[src/rtl/dtm_v2.sv]
// JTAG debug transport module: IEEE 1149.1 TAP with IDCODE, DTMCS, DMI and BYPASS
// data registers, bridging DMI scans to a valid/ready request/response interface.
module dtm_v2 #(
    parameter int          ABITS      = 7,
    parameter int          IR_WIDTH   = 5,
    parameter logic [31:0] IDCODE_VAL = 32'h0000_0001,
    parameter logic [2:0]  IDLE_HINT  = 3'd5
) (
    input  logic             TCK,
    input  logic             TRST,
    input  logic             TMS,
    input  logic             TDI,
    output logic             TDO,
    output logic             dmi_req_valid,
    input  logic             dmi_req_ready,
    output logic [ABITS-1:0] dmi_req_addr,
    output logic [31:0]      dmi_req_data,
    output logic [1:0]       dmi_req_op,
    input  logic             dmi_resp_valid,
    output logic             dmi_resp_ready,
    input  logic [31:0]      dmi_resp_data,
    input  logic [1:0]       dmi_resp_op,
    output logic             dmi_hardreset
);

    localparam int                  DMI_W      = ABITS + 34;
    localparam logic [IR_WIDTH-1:0] IR_IDCODE  = IR_WIDTH'(5'h01);
    localparam logic [IR_WIDTH-1:0] IR_DTMCS   = IR_WIDTH'(5'h10);
    localparam logic [IR_WIDTH-1:0] IR_DMI     = IR_WIDTH'(5'h11);
    localparam logic [IR_WIDTH-1:0] IR_CAPTURE = IR_WIDTH'(2'b01);
    localparam logic [5:0]          ABITS_F    = 6'(ABITS);

    typedef enum logic [3:0] {
        TAP_TLR, TAP_RTI, TAP_SEL_DR, TAP_CAP_DR, TAP_SH_DR, TAP_EX1_DR, TAP_PA_DR, TAP_EX2_DR,
        TAP_UPD_DR, TAP_SEL_IR, TAP_CAP_IR, TAP_SH_IR, TAP_EX1_IR, TAP_PA_IR, TAP_EX2_IR, TAP_UPD_IR
    } tap_e;
    typedef enum logic [1:0] {DR_BYPASS, DR_IDCODE, DR_DTMCS, DR_DMI} dr_sel_e;
    typedef enum logic [1:0] {DMI_IDLE, DMI_REQ, DMI_WAIT} dmi_e;

    tap_e                tap_r, tap_nxt_s;
    dmi_e                dmi_r, dmi_nxt_s;
    dr_sel_e             dr_sel_s;
    logic                capture_dr_s, shift_dr_s, update_dr_s;
    logic                capture_ir_s, shift_ir_s, update_ir_s, tlr_s;
    logic [IR_WIDTH-1:0] ir_r, ir_shift_r;
    logic [DMI_W-1:0]    dr_shift_r, dr_shift_nxt_s, dr_capture_s;
    logic [1:0]          sticky_r, sticky_resp_s, cap_op_s;
    logic [31:0]         resp_data_r, resp_data_now_s, dtmcs_s;
    logic [ABITS-1:0]    dmi_req_addr_r;
    logic [31:0]         dmi_req_data_r;
    logic [1:0]          dmi_req_op_r;
    logic                dmi_req_valid_r, dmi_resp_ready_r, dmi_hardreset_r, tdo_r;
    logic                dmi_req_valid_s, dmi_resp_ready_s;
    logic                dmi_cap_s, dmi_upd_s, dtmcs_upd_s, dmireset_s, hardreset_s;
    logic                dmi_busy_s, resp_fire_s, start_s;

    // TAP state register
    always_ff @(posedge TCK or posedge TRST) begin
        if (TRST) tap_r <= TAP_TLR;
        else      tap_r <= tap_nxt_s;
    end

    // TAP next-state: IEEE 1149.1 transition table
    always_comb begin
        tap_nxt_s = tap_r;
        case (tap_r)
            TAP_TLR:    tap_nxt_s = TMS ? TAP_TLR    : TAP_RTI;
            TAP_RTI:    tap_nxt_s = TMS ? TAP_SEL_DR : TAP_RTI;
            TAP_SEL_DR: tap_nxt_s = TMS ? TAP_SEL_IR : TAP_CAP_DR;
            TAP_CAP_DR: tap_nxt_s = TMS ? TAP_EX1_DR : TAP_SH_DR;
            TAP_SH_DR:  tap_nxt_s = TMS ? TAP_EX1_DR : TAP_SH_DR;
            TAP_EX1_DR: tap_nxt_s = TMS ? TAP_UPD_DR : TAP_PA_DR;
            TAP_PA_DR:  tap_nxt_s = TMS ? TAP_EX2_DR : TAP_PA_DR;
            TAP_EX2_DR: tap_nxt_s = TMS ? TAP_UPD_DR : TAP_SH_DR;
            TAP_UPD_DR: tap_nxt_s = TMS ? TAP_SEL_DR : TAP_RTI;
            TAP_SEL_IR: tap_nxt_s = TMS ? TAP_TLR    : TAP_CAP_IR;
            TAP_CAP_IR: tap_nxt_s = TMS ? TAP_EX1_IR : TAP_SH_IR;
            TAP_SH_IR:  tap_nxt_s = TMS ? TAP_EX1_IR : TAP_SH_IR;
            TAP_EX1_IR: tap_nxt_s = TMS ? TAP_UPD_IR : TAP_PA_IR;
            TAP_PA_IR:  tap_nxt_s = TMS ? TAP_EX2_IR : TAP_PA_IR;
            TAP_EX2_IR: tap_nxt_s = TMS ? TAP_UPD_IR : TAP_SH_IR;
            TAP_UPD_IR: tap_nxt_s = TMS ? TAP_SEL_DR : TAP_RTI;
            default:    tap_nxt_s = TAP_TLR;
        endcase
    end

    // TAP state decode strobes
    always_comb begin
        tlr_s        = (tap_r == TAP_TLR);
        capture_dr_s = (tap_r == TAP_CAP_DR);
        shift_dr_s   = (tap_r == TAP_SH_DR);
        update_dr_s  = (tap_r == TAP_UPD_DR);
        capture_ir_s = (tap_r == TAP_CAP_IR);
        shift_ir_s   = (tap_r == TAP_SH_IR);
        update_ir_s  = (tap_r == TAP_UPD_IR);
    end

    // Instruction shift register and latched instruction
    always_ff @(posedge TCK or posedge TRST) begin
        if (TRST) begin
            ir_shift_r <= {IR_WIDTH{1'b0}};
            ir_r       <= IR_IDCODE;
        end else begin
            if (capture_ir_s)    ir_shift_r <= IR_CAPTURE;
            else if (shift_ir_s) ir_shift_r <= {TDI, ir_shift_r[IR_WIDTH-1:1]};
            if (tlr_s)            ir_r <= IR_IDCODE;
            else if (update_ir_s) ir_r <= ir_shift_r;
        end
    end

    // Data register selection from the latched instruction
    always_comb begin
        case (ir_r)
            IR_IDCODE: dr_sel_s = DR_IDCODE;
            IR_DTMCS:  dr_sel_s = DR_DTMCS;
            IR_DMI:    dr_sel_s = DR_DMI;
            default:   dr_sel_s = DR_BYPASS;
        endcase
    end

    // DMI request/response bookkeeping; a response landing this cycle counts as done
    always_comb begin
        resp_fire_s     = (dmi_r == DMI_WAIT) && dmi_resp_valid;
        dmi_busy_s      = (dmi_r == DMI_REQ) || ((dmi_r == DMI_WAIT) && !dmi_resp_valid);
        resp_data_now_s = resp_fire_s ? dmi_resp_data : resp_data_r;
        if (resp_fire_s && (dmi_resp_op == 2'd2) && (sticky_r == 2'd0)) sticky_resp_s = 2'd2;
        else                                                             sticky_resp_s = sticky_r;
        cap_op_s    = dmi_busy_s ? 2'd3 : sticky_resp_s;
        dmi_cap_s   = capture_dr_s && (dr_sel_s == DR_DMI);
        dmi_upd_s   = update_dr_s && (dr_sel_s == DR_DMI);
        dtmcs_upd_s = update_dr_s && (dr_sel_s == DR_DTMCS);
        dmireset_s  = dtmcs_upd_s && dr_shift_r[16];
        hardreset_s = dtmcs_upd_s && dr_shift_r[17];
        start_s     = dmi_upd_s && !dmi_busy_s && (sticky_resp_s == 2'd0) &&
                      ((dr_shift_r[1:0] == 2'd1) || (dr_shift_r[1:0] == 2'd2));
        dtmcs_s     = {14'd0, 2'd0, 1'b0, IDLE_HINT, sticky_resp_s, ABITS_F, 4'd1};
    end

    // Capture value and next shift value for the selected data register
    always_comb begin
        case (dr_sel_s)
            DR_DMI: begin
                dr_capture_s   = {dmi_req_addr_r, resp_data_now_s, cap_op_s};
                dr_shift_nxt_s = {TDI, dr_shift_r[DMI_W-1:1]};
            end
            DR_IDCODE: begin
                dr_capture_s   = DMI_W'({IDCODE_VAL[31:1], 1'b1});
                dr_shift_nxt_s = DMI_W'({TDI, dr_shift_r[31:1]});
            end
            DR_DTMCS: begin
                dr_capture_s   = DMI_W'(dtmcs_s);
                dr_shift_nxt_s = DMI_W'({TDI, dr_shift_r[31:1]});
            end
            default: begin
                dr_capture_s   = {DMI_W{1'b0}};
                dr_shift_nxt_s = DMI_W'(TDI);
            end
        endcase
    end

    // Data shift register
    always_ff @(posedge TCK or posedge TRST) begin
        if (TRST)              dr_shift_r <= {DMI_W{1'b0}};
        else if (capture_dr_s) dr_shift_r <= dr_capture_s;
        else if (shift_dr_s)   dr_shift_r <= dr_shift_nxt_s;
    end

    // TDO driven on the falling edge so the host samples a settled bit
    always_ff @(negedge TCK or posedge TRST) begin
        if (TRST)            tdo_r <= 1'b0;
        else if (shift_dr_s) tdo_r <= dr_shift_r[0];
        else if (shift_ir_s) tdo_r <= ir_shift_r[0];
        else                 tdo_r <= 1'b0;
    end

    // DMI FSM state register
    always_ff @(posedge TCK or posedge TRST) begin
        if (TRST) dmi_r <= DMI_IDLE;
        else      dmi_r <= dmi_nxt_s;
    end

    // DMI FSM next state; hard reset aborts any outstanding request
    always_comb begin
        dmi_nxt_s = dmi_r;
        if (hardreset_s) begin
            dmi_nxt_s = DMI_IDLE;
        end else begin
            case (dmi_r)
                DMI_IDLE: dmi_nxt_s = start_s ? DMI_REQ : DMI_IDLE;
                DMI_REQ:  dmi_nxt_s = dmi_req_ready ? DMI_WAIT : DMI_REQ;
                DMI_WAIT: begin
                    if (start_s)             dmi_nxt_s = DMI_REQ;
                    else if (dmi_resp_valid) dmi_nxt_s = DMI_IDLE;
                    else                     dmi_nxt_s = DMI_WAIT;
                end
                default:  dmi_nxt_s = DMI_IDLE;
            endcase
        end
    end

    // DMI FSM output decode, taken from the next state so outputs can be registered
    always_comb begin
        dmi_req_valid_s  = (dmi_nxt_s == DMI_REQ);
        dmi_resp_ready_s = (dmi_nxt_s == DMI_WAIT);
    end

    // Registered DMI handshake outputs, request fields, response data and sticky status
    always_ff @(posedge TCK or posedge TRST) begin
        if (TRST) begin
            dmi_req_valid_r  <= 1'b0;
            dmi_resp_ready_r <= 1'b0;
            dmi_hardreset_r  <= 1'b0;
            dmi_req_addr_r   <= {ABITS{1'b0}};
            dmi_req_data_r   <= 32'd0;
            dmi_req_op_r     <= 2'd0;
            resp_data_r      <= 32'd0;
            sticky_r         <= 2'd0;
        end else begin
            dmi_req_valid_r  <= dmi_req_valid_s;
            dmi_resp_ready_r <= dmi_resp_ready_s;
            dmi_hardreset_r  <= hardreset_s;
            if (start_s) begin
                dmi_req_addr_r <= dr_shift_r[DMI_W-1:34];
                dmi_req_data_r <= dr_shift_r[33:2];
                dmi_req_op_r   <= dr_shift_r[1:0];
            end
            if (resp_fire_s) resp_data_r <= dmi_resp_data;
            if (hardreset_s || dmireset_s)                sticky_r <= 2'd0;
            else if ((dmi_cap_s || dmi_upd_s) && dmi_busy_s) sticky_r <= 2'd3;
            else                                          sticky_r <= sticky_resp_s;
        end
    end

    assign TDO            = tdo_r;
    assign dmi_req_valid  = dmi_req_valid_r;
    assign dmi_resp_ready = dmi_resp_ready_r;
    assign dmi_hardreset  = dmi_hardreset_r;
    assign dmi_req_addr   = dmi_req_addr_r;
    assign dmi_req_data   = dmi_req_data_r;
    assign dmi_req_op     = dmi_req_op_r;

endmodule

[config.mk]
export PLATFORM = sky130hd
export DESIGN_NAME = dtm_v2
export DESIGN_NICKNAME = d
export VERILOG_FILES = /design/src/rtl/dtm_v2.sv
export SDC_FILE = /design/constraint.sdc
export NUM_CORES = 1
export LEC_CHECK = 0
export ABC_AREA = 1
export CORE_UTILIZATION = 31
export CTS_CLUSTER_DIAMETER = 100
export DETAILED_ROUTE_END_ITERATION = 8
export GPL_TIMING_DRIVEN = 0
export PLACE_DENSITY = 0.51
export SYNTH_ARGS = -nofsm -noshare
export SYNTH_HDL_FRONTEND = slang
export SYNTH_SLANG_ARGS = --single-unit
[constraint.sdc]
create_clock -name TCK -period 4.9 [get_ports TCK]
set_input_delay 0.49 -clock TCK [delete_from_list [all_inputs] [get_ports TCK]]
set_output_delay 0.49 -clock TCK [all_outputs]
set_load 0.01 [all_outputs]
# After elaboration in Yosys (flattened, before gate mapping)
# Index checks and enable logic that the tools add are counted.
[op_classes] n_eq_ne=28 n_mux=35 n_reduce_logical=30
[ops] op="$pmux W41 S3" count=1
[ops] op="$mux W41" count=2
[ops] op="$pmux W41 S2" count=1
[ops] op="$pmux W4 S12" count=1
[ops] op="$eq A4 B4 Y1 const B" count=8
[ops] op="$mux W32" count=1
[ops] op="$mux W2" count=11
[ops] op="$mux W5" count=4
[ops] op="$eq A4 B3 Y1 const B" count=4
[ops] op="$mux W4" count=4
[ops] op="$logic_and A1 B1 Y1" count=13
[ops] op="$eq A2 B2 Y1 const B" count=6
[ops] op="$pmux W2 S3" count=2
[ops] op="$eq A5 B5 Y1 const B" count=2
[ops] op="$eq A2 B1 Y1 const B" count=4
[ops] op="$eq A4 B2 Y1 const B" count=2
[ops] op="$logic_not A2 Y1" count=3
[ops] op="$mux W1" count=6
[ops] op="$mux W3" count=2
[ops] op="$reduce_bool A2 Y1" count=3
[ops] op="$reduce_or A2 Y1" count=3
[ops] op="$eq A5 B1 Y1 const B" count=1
[ops] op="$eq A4 B1 Y1 const B" count=1
[ops] op="$logic_not A4 Y1" count=1
[ops] op="other kinds (3)" count=7
[word_totals] register_bits=136 in_bits=40 out_inout_bits=45

# Depth between registers and ports, before layout
# Gate-level depths: netlist (run 1).
[logic_depth] word_depth=12 mapped_depth=12 mapped_depth_nobuf=12

==> summary by stage, run 1 <==
Outcome
The run finished with clean final reports.

Final layout
The fill cell instance count of the final layout is 1932. Compared with the post-synthesis result, the final layout area differs by 30.1%. The layout cell share with drive strength beyond 1 is 8.30%. 0 antenna diodes ended up in the layout. In the final design database the tool counted 861 nets. Measured on the finished design, the core utilization comes to 41.5%. The finished cells cover approximately 7800 um2.

Yosys
The gate count of the mapped netlist is 713. Sequential elements use about 57% of the synthesized area. Counting flops and latches in the post-synthesis netlist gives 136.

The synthesized design contains 0 enable-type register cells. The cell type contributing the most total cell area after synthesis is sky130_fd_sc_hd__dfrtp_1. Ranked by instance count, the synthesized netlist is headed by 168 x sky130_fd_sc_hd__nand2_1, 134 x sky130_fd_sc_hd__dfrtp_1, 81 x sky130_fd_sc_hd__nand3_1, 75 x sky130_fd_sc_hd__inv_1, 72 x sky130_fd_sc_hd__a21oi_1. The most numerous cell in the Yosys netlist is sky130_fd_sc_hd__nand2_1. The summed instance area of the synthesized netlist is 6000 um2. Yosys attributes the largest share of cell area to sky130_fd_sc_hd__dfrtp_1 56%, sky130_fd_sc_hd__nand2_1 11%, sky130_fd_sc_hd__nand3_1 6.8%. In this run the mean area of a mapped cell was about 8.4 um2. In the synthesized netlist the dominant register cell turns out to be sky130_fd_sc_hd__dfrtp_1. The number of warnings printed during yosys synthesis is 0. The number of different library cells in the post-synthesis netlist is 29.

The share of synthesized registers carrying an async set or reset is 100%. When the netlist entered floorplanning its net count stood at 755. Of the post-synthesis cell area, the dominant cell type holds 55.9%.

Pwr
The net switching component of the power is 1.35 mW. The total chip power is 3.84 mW. The clock network burns between 30% and 40% of the power. The relative contribution of combinational cells to total power is ~28%. In this run the power density over the cells is roughly 500 nW/um2. The leakage power of the design is 3.83 nW.

Net switching is a little over a third of the power. The worst-case IR drop observed on VDD is 270 uV. Registers are responsible for 39.6% of the overall power. Cell internal power was estimated by the tool at about 2.5 mW.

Clock tree
The clock-pin slew on the worst setup and hold paths is 0.06 ns. TritonCTS built the clock tree. Buffers added to address setup during post-CTS repair amount to 0. The tree built by TritonCTS fans out to 136 sinks. The clock insertion delay at the later pin of the skew report is roughly 0.42 ns.

The root buffer cell is sky130_fd_sc_hd__clkbuf_16. In this run the deepest clock path goes through 2 buffers. The post-cts gate resize count is 0.

The post-cts hold buffer count is 0. The clock buffer count from CTS is 17. In this run the number of H-tree levels came out at 4.

Worst setup path
The critical path is of the reg2out type. The sort of element at the end of the critical path is an output pin. The number of cells on the worst reg-to-reg path is 4. The required time reported for the critical path endpoint is 4.41 ns. The startpoint of the most critical setup path is TDO. The count of buffer and inverter cells on the critical path is 1.

The worst setup path is launched from a flip-flop. The register-to-register path setup slack is ~1.3 ns. Along the worst path, the maximum fanout reaches 1.

The destination of the worst register-to-register timing path is TDO. The slowest stage cell on the critical path is sky130_fd_sc_hd__clkdlybuf4s50_1. The startpoint of the worst-slack reg-to-reg timing path is tap_r[0]. The critical path endpoint is TDO. The kind of cell adding the most delay to the critical path is buffers and inverters.

In this run the number of cells on the critical path is 1. The delay contributed by the slowest stage of the critical path is about 0.52 ns. The signal on the critical path passes through clkdlybuf4s50_1. The critical path arrival is approximately 3.8 ns.

Timing
The count of final max-slew check failures is 0. The number of failing setup endpoints in the final timing report is 0. Summed over all failing endpoints, the final setup total negative slack is 0 ns.

For the final database, setup skew stands at 0.0225 ns. Setup repair after global routing left no endpoint under its margin. The headroom to the max-slew limit is 52.8%. The slew of the pin with the lowest slew margin is ~0.71 ns. The smallest setup slack after layout is 0.663 ns. The total count of hold-check failures in the final report is 0.

Floorplanning
The floorplan step set the die width to 141 um. The I/O pin count is 85. The total number of placement rows is 50. The vertical die dimension is approximately 140 um.

In this run the standard cell core region covers about 19000 um2. The die area is 19900 um2. Once the floorplan was initialized, standard cells occupied 31.9% of the core.

Global routing
The largest net degree at the start of global routing is 39. The overall routing resource usage is 17.3%. After global routing the overflow that remains totals 0.

The wire length of the first global-routing pass is 26400 um. The via count of the first global-routing pass came to 5015. The initial antenna violation count came to 0.

Routing
The residual antenna-violating net count after detailed routing is 0. The final wirelength is ~16000 um. In the final routed layout, each cell accounts on average for 14.8 um.

The first TritonRoute pass finished after 5 iterations. The residual DRC count is 0. The ratio of routed vias to standard cells is 4.61. The number of design-rule violations left by the first detailed-router iteration is 377. The routed layout has roughly 5000 vias.

Worst hold path
The path class of the tightest hold or removal check is reg2reg. The worst hold path was traced through 2 stages.

Placed design
The HPWL after detailed placement is 11400 um. At the end of routability-driven placement, the weighted congestion stood at 0.830. Before CTS, the worst setup slack after placement is 1.06 ns. In this run the tool buffered the top-level ports with 84 buffer cells. Once placement finished, the instance area stood at around 7200 um2.

Flow run
The number of maximum-capacitance constraint violations is 0.
[logic make-up (layout without fill, tap and decap cells)]
kind of cell | Yosys count | after routing | share of synthesized area, %
AND/OR/NAND/NOR | 318 | 318 | 22.5
AO/OA/AOI/OAI | 145 | 145 | 12.7
flip-flops | 136 | 136 | 56.7
buffers and inverters | 111 | 229 | 7.46
adder cells (fa/ha/maj) | 2 | 2 | 0.417
XOR/XNOR | 1 | 1 | 0.146
[worst min-delay path by stage]
stage	from	endpoint	slack, ns
6_report	dmi_req_data[18]	dmi_req_data[18]	0.47
5_1_grt	dmi_req_data[18]	dmi_req_data[18]	0.49
4_1_cts	dmi_req_data[4]	dmi_req_data[4]	0.47
3_5_place_dp	dmi_req_op[1]	dmi_req_op[1]	0.46
3_3_place_gp	dmi_req_data[13]	dmi_req_data[13]	0.45
2_1_floorplan	resp_data_r[10]	resp_data_r[10]	0.46
[sequential cells by signal (all words and copies together) (netlist names), 2 cells and up]
name	cells
dmi_req_op	2
dr_shift_r	41
resp_data_r	32
dmi_req_data	32
dmi_req_addr	7
ir_shift_r	5
ir_r	5
sticky_r	2
tap_r	4
dmi_r	2
[through the flow]
stage	hold WS, ns	std cells
6_report	0.468	1091
5_1_grt	0.485	1091
4_1_cts	0.473	1091
3_5_place_dp	0.458	1060
3_3_place_gp	0.455	1057
2_1_floorplan	0.461	713
[area by class of cell]
type                    instances  area (um2)  share of cell area, %
inverters                      77         293                   3.75
plain buffers                  34         159                   2.04
well taps                     260         325                   4.17
clock buffers                  24         482                   6.17
multi-input cells             466        2150                   27.5
repair buffers                 87         901                   11.5
flip-flops and latches        136        3400                   43.6
clock inverters                 7        93.8                   1.20
[worst reg2reg max path: stages, from the launching register on]
cell and delay, ns:
sky130_fd_sc_hd__dfrtp_1 0.41, sky130_fd_sc_hd__nand2_1 0.20, sky130_fd_sc_hd__nor2_1 0.11, sky130_fd_sc_hd__inv_1 0.13, sky130_fd_sc_hd__o21ai_0 0.10
[layer usage]
metal / up-vias / GRT usage (%) / wire, um / part of all wire (%)
met2: 128 / 26.4 / 7160 / 44
met1: 2373 / 24.1 / 8040 / 50
met3: 14 / 4.18 / 787 / 4.9
met4: 0 / 5.55 / 207 / 1.3
met5: - / 0 / 0 / 0
li1: 2518 / - / - / -
[power by group through the flow]
stage	Combinational, mW	Clock, mW	Sequential, mW
2_1_floorplan	0.778	0	1.47
3_3_place_gp	1.04	0	1.53
3_5_place_dp	1.06	0	1.53
4_1_cts	1.07	1.29	1.52
5_1_grt	1.21	1.33	1.54
6_report	1.06	1.26	1.52
[cells in the final DEF (no fill, tap or decap), types with 3 or more instances in the layout]
master                            synthesis  routed
sky130_fd_sc_hd__a21oi_1                 72      72
sky130_fd_sc_hd__buf_12                   0       3
sky130_fd_sc_hd__buf_2                   22      22
sky130_fd_sc_hd__clkbuf_1                11      15
sky130_fd_sc_hd__clkbuf_16                0      17
sky130_fd_sc_hd__clkbuf_8                 0       3
sky130_fd_sc_hd__clkdlybuf4s50_1          0      84
sky130_fd_sc_hd__clkinvlp_4               0       3
sky130_fd_sc_hd__dfrtp_1                134     134
sky130_fd_sc_hd__inv_1                   75      74
sky130_fd_sc_hd__nand2_1                168     168
sky130_fd_sc_hd__nand3_1                 81      81
sky130_fd_sc_hd__nand4_1                  4       4
sky130_fd_sc_hd__nor2_1                  56      56
sky130_fd_sc_hd__nor2_2                   4       4
sky130_fd_sc_hd__o21ai_0                 59      59
sky130_fd_sc_hd__o21ai_2                  4       4
sky130_fd_sc_hd__o22ai_1                  4       4
(Power assumes the default switching activity.)
==> run 2: changes to the inputs <==
--- a/config.mk
+++ b/config.mk
@@ -6,11 +6,13 @@
 export NUM_CORES = 1
 export LEC_CHECK = 0
 export ABC_AREA = 1
+export CORE_MARGIN = 2
 export CORE_UTILIZATION = 31
 export CTS_CLUSTER_DIAMETER = 100
 export DETAILED_ROUTE_END_ITERATION = 8
 export GPL_TIMING_DRIVEN = 0
 export PLACE_DENSITY = 0.51
+export SKIP_LAST_GASP = 1
 export SYNTH_ARGS = -nofsm -noshare
 export SYNTH_HDL_FRONTEND = slang
 export SYNTH_SLANG_ARGS = --single-unit
==> summary by stage, run 2 (synthesis results as in run 1) <==
Floorplanning
Row generation in the floorplan step produced 50 rows. The vertical die dimension is 143 um. During I/O placement, the number of pins put on the boundary was 85. The die covers 20500 um2.

Measured along the x axis, the die boundary spans 143 um. The core region area is 18800 um2. The initial core utilization is around a third.

Global routing
The initial antenna violation count is 0. The total overflow reported by the global router is 0. The overall routing resource usage is between 15 and 20%.

The largest net degree at the start of global routing is 37. The wire length of the first global-routing pass is 26400 um. The via count of the first global-routing pass is 5013.

Final layout
The library cell used most frequently in the layout, excluding fill and tap cells, is sky130_fd_sc_hd__nand2_1. 0 antenna diodes ended up in the layout. The top cell types in the final layout, fill and taps aside, are 168 x sky130_fd_sc_hd__nand2_1, 134 x sky130_fd_sc_hd__dfrtp_1, 84 x sky130_fd_sc_hd__clkdlybuf4s50_1, 81 x sky130_fd_sc_hd__nand3_1, 74 x sky130_fd_sc_hd__inv_1. The number of nets in the layout is between 800 and 900. The largest register by flop count is dr_shift_r. The layout cell share with drive strength beyond 1 is 8.77%. The register with the most flip-flops in the layout has 41 of them. Compared with the post-synthesis result, the final layout area differs by 30.1%.

Pwr
Registers are responsible for 40.1% of the overall power. Power spread over the standard cell area amounts to between 400 and 500 nW/um2. The relative contribution of combinational cells to total power is 28.0%. The switching part of the total is a little over a third. The internal power is 2.43 mW. The leakage power of the design is between 3 and 4 nW. For this design the total switching power over the nets is 1.36 mW.

The clock share of power is between 30% and 40%. Across the VDD grid, the largest voltage drop is 290 uV.

Clock tree
The post-cts gate resize count is 0. The TritonCTS clock tree is yes. CTS built an H-tree with a depth of 4.

The number of setup buffers added after CTS is 0. At the later pin of the worst-skew pair, clock insertion delay measures about 0.42 ns. The post-cts hold buffer count is 0. The count of clock tree sinks is 136.

The clock tree buffer depth is 2. The clock buffer count from CTS is 17. The root buffer cell is sky130_fd_sc_hd__clkbuf_16. After clock tree synthesis, the clock-pin slew on the worst setup and hold paths is about 0.06 ns.

Routing
For this block, the initial DRC count from the detailed router was 464. The residual DRC count is 0. Summed over all nets, wire length on met3 after detailed routing comes to 845 um.

The detail route stage leaves a number of antenna-violating nets equal to 0. The count of TritonRoute iterations in the first routing pass is 8. In the final routed layout, each cell accounts on average for 14.7 um. Across all layers, the routed design uses 5083 vias. The highest metal layer carrying signal wires in the routed design is met4.

After detailed routing, the wire length on met1 is 7990 um. Wires add up to 16000 um. The detailed-routed wire length on met2 is around 7000 um. Using the TritonRoute via totals, the vias-per-cell ratio works out to approximately 4.7.

Worst setup path
The sort of element at the end of the critical path is an output pin. The kind of cell with the highest combined delay along the critical path is buffers and inverters. The start-to-end type of the worst setup path is reg2out. The required time reported for the critical path endpoint is 4.41 ns.

The endpoint identified for the worst register-to-register timing path is TDO. The worst setup path is launched from a flip-flop. The worst register-to-register path has a depth of 4. At the worst endpoint, the arrival time is 3.75 ns. In this run the worst path has a maximum fanout of 1. Together, buffers and inverters on the worst path number 1.

The startpoint of the most critical setup path is TDO. For this run, the slowest stage of the critical path takes 0.52 ns. The startpoint of the worst-slack reg-to-reg timing path is tap_r[0]. The total stage count of the critical path is 1. The setup check on the worst reg-to-reg path leaves a slack of ~1.3 ns. Traced cell by cell, the critical path runs through clkdlybuf4s50_1. The critical path endpoint is TDO. The slowest stage cell on the critical path is sky130_fd_sc_hd__clkdlybuf4s50_1.

Placed design
The HPWL after detailed placement is 11500 um. Buffers placed on the I/O ports in this run total 84. The routability congestion estimate from global placement is 0.857.

Timing
The headroom to the max-slew limit is 57.8%. For the pin with the worst max-slew slack, the measured transition is roughly 0.63 ns. Setup total negative slack on the finished layout was measured at 0 ns. Setup repair after global routing left no endpoint under its margin. The final worst clock skew is 0.0237 ns. The number of failing setup endpoints in the final timing report is 0. The total count of hold-check failures in the final report is 0. The count of final max-slew check failures is 0. The final worst hold slack is 0.389 ns.

Flow run
The number of maximum-capacitance constraint violations is 0.

Worst hold path
The type of the tightest min-delay check is in2async.

Outcome
The run finished with clean final reports.
==> run 2: cell count changes in the layout (fill, tap and decap cells not counted) <==
| cell | before | now |
|---|---|---|
| sky130_fd_sc_hd__clkinv_4 | 1 | 3 |
| sky130_fd_sc_hd__clkbuf_1 | 15 | 12 |
| sky130_fd_sc_hd__clkinv_2 | 2 | 3 |
| sky130_fd_sc_hd__buf_12 | 3 | 4 |
| sky130_fd_sc_hd__clkinvlp_4 | 3 | 5 |
| sky130_fd_sc_hd__bufinv_16 | 2 | 1 |
| sky130_fd_sc_hd__clkbuf_8 | 3 | 2 |
==> run 2: worst min path at each step <==
stage / end / slack (ns) / cells after the start
after floorplan: resp_data_r[10] / 0.46 / 2
after global placement: dmi_req_data[18] / 0.45 / 2
after detailed placement: dmi_req_op[1] / 0.46 / 2
after CTS: dmi_req_data[1] / 0.38 / 2
after global routing: dmi_req_data[1] / 0.41 / 2
final: dmi_req_data[1] / 0.39 / 2
==> run 2: per-stage QoR <==
step	instance area (um2)	cells	util (%)	setup slack [ns]	power, mW
global route	7810	1092	41.5	0.620	4.03
floorplan	6000	713	-	0.375	2.25
detailed placement	7250	1061	38.5	0.966	2.59
global placement	7170	1057	38.1	-0.981	2.58
finish	7810	1092	41.5	0.657	3.78
CTS	7810	1092	41.5	0.635	3.82
==> run 2: layout make-up <==
| class | count | area, um2 |
|---|---|---|
| Clock inverter | 11 | 101 |
| Multi-Input combinational cell | 466 | 2150 |
| Clock buffer | 20 | 457 |
| Sequential cell | 136 | 3400 |
| Timing Repair Buffer | 88 | 921 |
| Fill cell | 1933 | 11000 |
| Buffer | 34 | 159 |
| Inverter | 77 | 293 |
| Tap cell | 260 | 325 |
==> run 2: power groups by stage <==
stage | Sequential, mW | Combinational [mW] | Clock (mW)
after CTS | 1.52 | 1.06 | 1.24
after global routing | 1.54 | 1.21 | 1.28
final | 1.52 | 1.06 | 1.21
after global placement | 1.53 | 1.04 | 0
after floorplan | 1.47 | 0.778 | 0
after detailed placement | 1.53 | 1.06 | 0
==> run 2: routing by layer <==
layer	vias up	track usage, %
met5	-	0
met3	19	4.19
li1	2528	-
met1	2391	24.2
met4	0	5.21
met2	145	24.9
==> run 3: changes to the inputs <==
--- a/config.mk
+++ b/config.mk
@@ -16,3 +16,4 @@
 export SYNTH_ARGS = -nofsm -noshare
 export SYNTH_HDL_FRONTEND = slang
 export SYNTH_SLANG_ARGS = --single-unit
+export TNS_END_PERCENT = 100
==> results of run 3 <==
No change in the layout: final DEF, timing and power equal those of run 2.
